===== config.mk =====
export PLATFORM = sky130hd
export DESIGN_NAME = mem_access_ctrl
export DESIGN_NICKNAME = d
export VERILOG_FILES = /design/src/rtl/mem_access_ctrl_pkg.sv /design/src/rtl/mem_access_ctrl.sv
export SDC_FILE = /design/constraint.sdc
export NUM_CORES = 1
export LEC_CHECK = 0
export CORE_MARGIN = 5
export CORE_UTILIZATION = 52
export CTS_BUF_LIST = sky130_fd_sc_hd__clkbuf_8
export CTS_CLUSTER_SIZE = 28
export DETAILED_ROUTE_END_ITERATION = 10
export PLACE_DENSITY = 0.89
export SETUP_SLACK_MARGIN = 0.15
export SLEW_MARGIN = 5
export SYNTH_ARGS = -nofsm -noshare
export SYNTH_HDL_FRONTEND = slang
export SYNTH_SLANG_ARGS = --single-unit
export TNS_END_PERCENT = 50

===== constraint.sdc =====
create_clock -name clk -period 4.8 [get_ports clk]
set_clock_uncertainty 0.05 [all_clocks]
set_input_delay 0.72 -clock clk [delete_from_list [all_inputs] [get_ports clk]]
set_output_delay 0.72 -clock clk [all_outputs]
set_load 0.02 [all_outputs]

===== src/rtl/mem_access_ctrl_pkg.sv =====
// Shared types and helpers for the multi-cycle byte-serial memory access controller.
package mem_access_ctrl_pkg;

  localparam int unsigned IDX_W = 2;
  localparam int unsigned CNT_W = 4;
  localparam int unsigned NB_W  = 3;

  typedef enum logic [1:0] {
    ST_IDLE   = 2'd0,
    ST_ACCESS = 2'd1,
    ST_DONE   = 2'd2
  } state_t;

  localparam logic [1:0] SZ_BYTE = 2'd0;
  localparam logic [1:0] SZ_HALF = 2'd1;
  localparam logic [1:0] SZ_WORD = 2'd2;

  // Data-path byte lane served by transfer step idx (reversed for big-endian).
  function automatic logic [IDX_W-1:0] lane_of(input logic [IDX_W-1:0] idx,
                                               input logic [NB_W-1:0]  nbytes,
                                               input logic             big_endian);
    logic [NB_W-1:0] rev;
    rev = nbytes - NB_W'(1) - {1'b0, idx};
    return big_endian ? rev[IDX_W-1:0] : idx;
  endfunction

endpackage


===== src/rtl/mem_access_ctrl.sv =====
// Serialises byte/half/word accesses from the wide data path onto a byte-wide memory.
module mem_access_ctrl
  import mem_access_ctrl_pkg::*;
#(
  parameter int unsigned DATA_W      = 16,
  parameter int unsigned ADDR_W      = 16,
  parameter int unsigned WAIT_CYCLES = 0,
  parameter int unsigned BIG_ENDIAN  = 0,
  parameter int unsigned ALIGN_CHECK = 1
) (
  input  logic              clk,
  input  logic              reset,
  input  logic              req,
  input  logic              we,
  input  logic [1:0]        size,
  input  logic [ADDR_W-1:0] addr,
  input  logic [DATA_W-1:0] wdata,
  output logic [DATA_W-1:0] rdata,
  output logic              ack,
  output logic              err,
  output logic              busy,
  output logic [ADDR_W-1:0] mem_addr,
  output logic [7:0]        mem_wdata,
  input  logic [7:0]        mem_rdata,
  output logic              mem_rd,
  output logic              mem_wr
);

  localparam int unsigned BYTES = DATA_W / 8;

  state_t            state_q, state_d;
  logic              we_q, we_d;
  logic [NB_W-1:0]   nbytes_q, nbytes_d;
  logic [ADDR_W-1:0] addr_q, addr_d;
  logic [DATA_W-1:0] wdata_q, wdata_d;
  logic              errf_q, errf_d;
  logic [IDX_W-1:0]  idx_q, idx_d;
  logic [CNT_W-1:0]  cnt_q, cnt_d;
  logic [DATA_W-1:0] rdata_d;

  logic              bad_size, misalign, bad_req;
  logic [IDX_W-1:0]  lane_cur, lane_nxt;

  logic              ack_nx, err_nx, busy_nx, mem_rd_nx, mem_wr_nx;
  logic [ADDR_W-1:0] mem_addr_nx;
  logic [7:0]        mem_wdata_nx;

  // Request legality: unsupported size or (when checked) address not a multiple of size.
  always_comb begin
    bad_size = (size == 2'd3) || ((size == SZ_WORD) && (DATA_W == 16));
    misalign = 1'b0;
    case (size)
      SZ_HALF: misalign = addr[0];
      SZ_WORD: misalign = |addr[1:0];
      default: misalign = 1'b0;
    endcase
    bad_req = bad_size || ((ALIGN_CHECK != 0) && misalign);
  end

  assign lane_cur = lane_of(idx_q, nbytes_q, BIG_ENDIAN != 0);
  assign lane_nxt = lane_of(idx_d, nbytes_d, BIG_ENDIAN != 0);

  // State register.
  always_ff @(posedge clk or negedge reset) begin
    if (!reset) state_q <= ST_IDLE;
    else        state_q <= state_d;
  end

  // Next state plus next values of the latched request, byte index, wait counter and read data.
  always_comb begin
    state_d  = state_q;
    we_d     = we_q;
    nbytes_d = nbytes_q;
    addr_d   = addr_q;
    wdata_d  = wdata_q;
    errf_d   = errf_q;
    idx_d    = idx_q;
    cnt_d    = cnt_q;
    rdata_d  = rdata;
    case (state_q)
      ST_IDLE: begin
        if (req) begin
          we_d     = we;
          addr_d   = addr;
          wdata_d  = wdata;
          nbytes_d = NB_W'(1) << size;
          idx_d    = '0;
          cnt_d    = '0;
          if (bad_req) begin
            errf_d  = 1'b1;
            state_d = ST_DONE;
          end else begin
            errf_d  = 1'b0;
            rdata_d = '0;
            state_d = ST_ACCESS;
          end
        end
      end
      ST_ACCESS: begin
        if (cnt_q == CNT_W'(WAIT_CYCLES)) begin
          if (!we_q) begin
            for (int unsigned b = 0; b < BYTES; b++) begin
              if (lane_cur == IDX_W'(b)) rdata_d[b*8 +: 8] = mem_rdata;
            end
          end
          if ({1'b0, idx_q} == nbytes_q - NB_W'(1)) begin
            state_d = ST_DONE;
          end else begin
            idx_d = idx_q + IDX_W'(1);
            cnt_d = '0;
          end
        end else begin
          cnt_d = cnt_q + CNT_W'(1);
        end
      end
      ST_DONE:  state_d = ST_IDLE;
      default:  state_d = ST_IDLE;
    endcase
  end

  // Outputs are decoded from the upcoming state so they can be registered without extra latency.
  always_comb begin
    ack_nx       = 1'b0;
    err_nx       = 1'b0;
    busy_nx      = (state_d != ST_IDLE);
    mem_rd_nx    = 1'b0;
    mem_wr_nx    = 1'b0;
    mem_addr_nx  = '0;
    mem_wdata_nx = '0;
    if (state_d == ST_DONE) begin
      ack_nx = 1'b1;
      err_nx = errf_d;
    end
    if (state_d == ST_ACCESS) begin
      mem_rd_nx   = !we_d;
      mem_wr_nx   = we_d;
      mem_addr_nx = addr_d + ADDR_W'(idx_d);
      if (we_d) begin
        for (int unsigned b = 0; b < BYTES; b++) begin
          if (lane_nxt == IDX_W'(b)) mem_wdata_nx = wdata_d[b*8 +: 8];
        end
      end
    end
  end

  // Latched request fields, step counters and read-data assembly.
  always_ff @(posedge clk or negedge reset) begin
    if (!reset) begin
      we_q     <= 1'b0;
      nbytes_q <= '0;
      addr_q   <= '0;
      wdata_q  <= '0;
      errf_q   <= 1'b0;
      idx_q    <= '0;
      cnt_q    <= '0;
      rdata    <= '0;
    end else begin
      we_q     <= we_d;
      nbytes_q <= nbytes_d;
      addr_q   <= addr_d;
      wdata_q  <= wdata_d;
      errf_q   <= errf_d;
      idx_q    <= idx_d;
      cnt_q    <= cnt_d;
      rdata    <= rdata_d;
    end
  end

  // Output registers; reset drops strobes immediately, even mid-access.
  always_ff @(posedge clk or negedge reset) begin
    if (!reset) begin
      ack       <= 1'b0;
      err       <= 1'b0;
      busy      <= 1'b0;
      mem_rd    <= 1'b0;
      mem_wr    <= 1'b0;
      mem_addr  <= '0;
      mem_wdata <= '0;
    end else begin
      ack       <= ack_nx;
      err       <= err_nx;
      busy      <= busy_nx;
      mem_rd    <= mem_rd_nx;
      mem_wr    <= mem_wr_nx;
      mem_addr  <= mem_addr_nx;
      mem_wdata <= mem_wdata_nx;
    end
  end

endmodule


==> flow_summary.ini, run 1 <==
[clocking]
clock_path_buffers = 2
root_buffer = clkbuf_8
clk_latency_ns = 0.35
clk_pin_slew_ns = 0.09
clock-sinks = 90
cts_tree = built
cts_buffers = 9
h-tree-depth = 3
postCtsResizedCells = 0
post-cts-setup-buffers = 0
ctsHoldBuffers = 0

[worst_setup_path]
required_ns = 5.04
crit_slowest_cell = clkdlybuf4s50_1
slowest_delay_ns = 0.57
cp-startpoint = req
regToRegStartpoint = nbytes_q[0]
end_kind = flop
crit_chain = clkdlybuf4s50_1 -> nor3b_2 -> buf_4 -> mux2i_1 -> inv_1 -> ha_1 -> a21oi_1 -> nor4_4 -> nand3_4 -> or4_1 -> nand2_1
path_class = input pin to flop
worst_ep_arrival_time_ns = 3.97
crit_fanout = 25
startpoint_type = input pin

[yosys]
yosysTopAreaCell = dfrtp_1
synthCells = 400
synth_seq_area_share_pct = 54.61
yosys_most_used_dff = dfrtp_1
avgSynthCellArea_um2 = 10.31
synth_seq_cells = 90
synthTopCellsByArea = dfrtp_1 55%, nand2_1 9.4%, mux2_2 4.9%
ys.warnings.count = 0
synth_nets = 458
ys_types = 45
synth_area_um2 = 4124
async_flop_share_pct = 100.0
synth_top_area_share_pct = 54.61
synth-edff-count = 0

[cells_and_area]
drive_gt1_share_pct = 9.495
regArea_um2 = 2252
final_cell_count_no_fill = 597
multi_input_area_um2 = 1742
nets = 548
most-common-layout-cells = 103 x nand2_1, 90 x dfrtp_1, 89 x clkdlybuf4s50_1, 21 x nand3_1, 18 x mux2_2
syn2layout_area_growth_pct = 28.70
antenna_cells = 0
layout_commonest_cell = nand2_1
num-fill-cells = 573

[sta]
setup_violations = 0
final.min_clock_period_ns = 3.729
worst_pin_slew_ns = 1.097
fmax_mhz = 268.2
hold_viol_final = 0
finalSetupTns_ns = 0
relSlewSlack_pct = 26.87
drv_slew = 0
rsz0062_at_grt = no
fin_crit_sh_pct = 77.69

[pwr]
powerDensity_nw_per_um2 = 653.7
leakagePower_nw = 2.407
vdd_drop_max_v = 0.0003872
total_power_mw = 3.470

[place]
place_inst = 581
portBuffers = 90
place.gp.congestion = 0.8645
dp_hpwl_um = 7094

[floorplan]
dieArea_um2 = 9812
dieWidth_um = 99.06
rows = 32
start_util_pct = 53.37
core_um2 = 7727
die_height_um = 99.06
io-pin-count = 91

[global_routing]
track_usage_pct = 21.12
grt_pass1_vias = 3359
grt_max_degree = 91
grt_first_pass_wirelength_um = 16440
grt_remaining_overflow = 0
antenna_found_initial = 0

[route]
routed_wl_um = 9941
drt_iter0_drc = 215
drtPass1Iterations = 5
remaining_drc_errors = 0
postRouteAntennaNets = 0
drt-wirelength-per-cell_um = 16.65
vias = 3269
vias_per_cell = 5.476

[run_status]
outcome = finished clean

[min_path]
min_from = wdata_q[6]
hp-class = flop to flop

[run]
cap_violations = 0
[report_power, final]
group	total, mW	switching (mW)	internal [mW]
logic	1.72	1.01	0.707
clock network	0.508	0.268	0.240
registers	1.24	0.168	1.08
[state kept, by name (all words and copies together) (netlist names), 2 cells and up]
register,flops
state_q,2
nbytes_q,3
mem_wdata,8
rdata,16
mem_addr,16
addr_q,16
cnt_q,4
wdata_q,16
idx_q,2
[through the flow]
| stage | setup WS [ns] | utilization [%] | hold slack (ns) | area, µm² |
|---|---|---|---|---|
| 2_1_floorplan | 1.263 | - | 0.3744 | 4124 |
| 3_3_place_gp | 1.004 | 66.18 | 0.4038 | 5114 |
| 3_5_place_dp | 0.7969 | 66.18 | 0.4083 | 5114 |
| 4_1_cts | 1.112 | 68.69 | 0.4355 | 5308 |
| 5_1_grt | 0.9369 | 68.69 | 0.4650 | 5308 |
| 6_report | 1.071 | 68.69 | 0.4395 | 5308 |
[layout make-up]
type | count | share of cell area (%)
clock inverter | 7 | 1.320
sequential | 90 | 42.43
timing repair buffer | 95 | 17.63
multi-input combinational | 279 | 32.81
inverter | 15 | 1.061
clock buffer | 9 | 2.334
tap | 102 | 2.405
[cell usage after synthesis (5+ instances only)]
master and instances:
nor3_1 10, xnor2_1 7, nor2_1 17, inv_1 15, and2_1 12, nand2b_1 5, nand2_1 103, nand3_1 21
dfrtp_1 90, o32ai_1 9, a21oi_1 5, mux2_2 18, clkbuf_1 7, mux2i_1 9, ha_1 11, o21ai_0 12
[cells by family (layout without fill, tap and decap cells)]
| family | after synthesis | in the layout | share of synthesized area, % |
|---|---|---|---|
| compound gates | 40 | 40 | 6.766 |
| xor+xnor | 10 | 10 | 2.124 |
| fa+ha+maj | 12 | 12 | 3.823 |
| buf+inv | 31 | 126 | 3.276 |
| flops | 90 | 90 | 54.61 |
| mux | 28 | 28 | 7.646 |
| simple gates | 189 | 189 | 21.75 |
[worst max-delay path: cells and delay by family]
family	cells	cell delay (ns)
compound gates	1	0.10
fa+ha+maj	1	0.30
buf+inv	3	1.02
simple gates	5	1.46
mux	1	0.36
[worst paths after layout]
| kind | to | slack [ns] | cells past startpoint |
|---|---|---|---|
| worst max-delay path | mem_addr[15] | 1.07 | 11 |
| worst min-delay path | wdata_q[6] | 0.44 | 2 |
| worst max register to register | mem_addr[14] | 1.41 | 14 |
| worst min register to register | wdata_q[6] | 0.44 | 2 |
| max in group asynchronous | addr_q[9] | 3.49 | 1 |
| min in group asynchronous | addr_q[5] | 0.51 | 1 |
[layer usage]
layer | track usage [%] | share of wire (%) | vias to the layer above
met4 | 9.034 | 1.9 | 0
li1 | - | - | 1527
met2 | 34.14 | 48 | 143
met5 | 0 | 0 | -
met1 | 27.41 | 43 | 1585
met3 | 4.742 | 7.5 | 14
Note: power is estimated with default switching activity, not from simulation.
==> run 2, diff against run 1 <==
- clock period: 4.8 -> 3.8 ns (I/O delays scaled with it)
==> run 2 against run 1 <==
Compared with the run above: setup slack got worse by 0.65 ns; critical path depth increased by 2; combinational power increased by 28%; non-clock buffer count increased by 3; register-to-register slack got worse by 0.99 ns; global-route usage decreased by 0.84 points.
==> flow_summary.ini, run 2 (synthesized netlist as in run 1, its figures left out) <==
[cells_and_area]
most-common-layout-cells = 103 x nand2_1, 90 x dfrtp_1, 89 x clkdlybuf4s50_1, 21 x nand3_1, 18 x mux2_2
layout_commonest_cell = nand2_1
fin_util_pct = 69.41
syn2layout_area_growth_pct = 30.07
regArea_um2 = 2252
nets = 551
drive_gt1_share_pct = 9.839
antenna_cells = 0
num-fill-cells = 554
multi_input_area_um2 = 1752

[pwr]
p_int_mw = 2.651
power_frac_comb_pct = 49.1
p_seq_share_pct = 35.1
leakagePower_nw = 2.436
powerDensity_nw_per_um2 = 833.6
p_sw_mw = 1.821
vdd_drop_max_v = 0.0004345
pwr-share-clk_pct = 15.8
swShare_pct = 40.71

[sta]
drv_slew = 0
relSlewSlack_pct = 27.55
fin_crit_sh_pct = 88.92
fmax_mhz = 296.0
rsz0062_at_grt = no
setup_violations = 0
hold_viol_final = 0
worst_pin_slew_ns = 1.087
final.min_clock_period_ns = 3.379
finalSetupTns_ns = 0

[worst_setup_path]
r2r_cells = 13
path_class = flop to flop
end_kind = flop
crit_fanout = 6
regToRegStartpoint = nbytes_q[0]
worstReg2RegEnd = mem_addr[14]
r2r_slack_ns = 0.42
startpoint_type = flop
worst_ep_arrival_time_ns = 3.58
required_ns = 4.00

[clocking]
cts_tree = built
clk_latency_ns = 0.36
postCtsResizedCells = 0
cts_buffers = 9
root_buffer = clkbuf_8
clock_path_buffers = 2
post-cts-setup-buffers = 0
clock-sinks = 90
ctsHoldBuffers = 0
clk_pin_slew_ns = 0.09
h-tree-depth = 3

[global_routing]
use_met3_pct = 5.025
grt_pass1_vias = 3343
grt_first_pass_wirelength_um = 15880
use_met1_pct = 26.68
top_usage_layer = met2
grt_max_degree = 91
use_met2_pct = 32.54
grt_remaining_overflow = 0
track_usage_pct = 20.29
antenna_found_initial = 0

[floorplan]
dieWidth_um = 99.06
start_util_pct = 53.37
core_um2 = 7727
die_height_um = 99.06
rows = 32
io-pin-count = 91
dieArea_um2 = 9812

[route]
drt_iter0_drc = 153
vias = 3261
routed_wl_um = 9610
drt-wirelength-per-cell_um = 16.02
drtPass1Iterations = 4
remaining_drc_errors = 0
postRouteAntennaNets = 0
vias_per_cell = 5.435

[run_status]
outcome = finished clean

[place]
dp_hpwl_um = 6948
portBuffers = 90
place.gp.congestion = 0.8411

[run]
cap_violations = 0

[min_path]
hp-class = input pin to async pin
[run 2: cell count changes in the layout (fill, tap and decap cells not counted), sizes merged]
cell	delta
buf	+3
inv	+2
clkinv	-3
bufinv	+1
[run 2: power by group through the flow]
stage	combinational [mW]	sequential [mW]	clock [mW]
3_5_place_dp	2.17	1.58	0
4_1_cts	2.18	1.57	0.721
6_report	2.20	1.57	0.705
2_1_floorplan	1.20	1.75	0
5_1_grt	2.41	1.61	0.757
3_3_place_gp	2.08	1.57	0
[run 2: worst max-delay path: stages, from the launching register on]
cell and delay (ns):
dfrtp_1 0.38, inv_1 0.07, ha_1 0.31, xnor2_1 0.35, o311ai_4 0.15, o21ai_0 0.28
ha_1 0.22, inv_1 0.06, fa_1 0.43, nand2b_1 0.17, mux2i_1 0.22, and3_1 0.30
o21ai_0 0.14, mux2i_1 0.14
[run 2: worst max path at each step]
stage / start / end / slack (ns)
final: nbytes_q[0] / mem_addr[14] / 0.42
after global routing: state_q[0] / mem_addr[14] / 0.16
after CTS: nbytes_q[0] / mem_addr[14] / 0.43
after detailed placement: req / mem_addr[15] / 0.13
after global placement: req / mem_addr[15] / 0.31
after floorplan: req / mem_addr[15] / 0.41
[run 2: area by class of cell]
cell class | count | share of cell area (%)
clock inverter | 7 | 1.749
clock buffer | 9 | 2.309
inverter | 15 | 1.050
sequential | 90 | 41.99
timing repair buffer | 98 | 17.87
tap | 102 | 2.379
multi-input combinational | 279 | 32.66
[run 2: routing by layer]
metal | wire length (µm) | vias up
li1 | - | 1545
met5 | 0 | -
met1 | 4222 | 1599
met3 | 515 | 15
met2 | 4695 | 102
met4 | 177 | 0
[run 2: through the flow]
step	power, mW	instance area, µm²	hold WS (ns)	cells	setup slack [ns]
floorplan	2.945	4124	0.2244	400	0.4130
global placement	3.654	5136	0.4043	584	0.3071
detailed placement	3.752	5136	0.4121	584	0.1256
CTS	4.473	5354	0.3982	600	0.4257
global route	4.776	5364	0.4564	600	0.1620
finish	4.472	5364	0.3420	600	0.4211
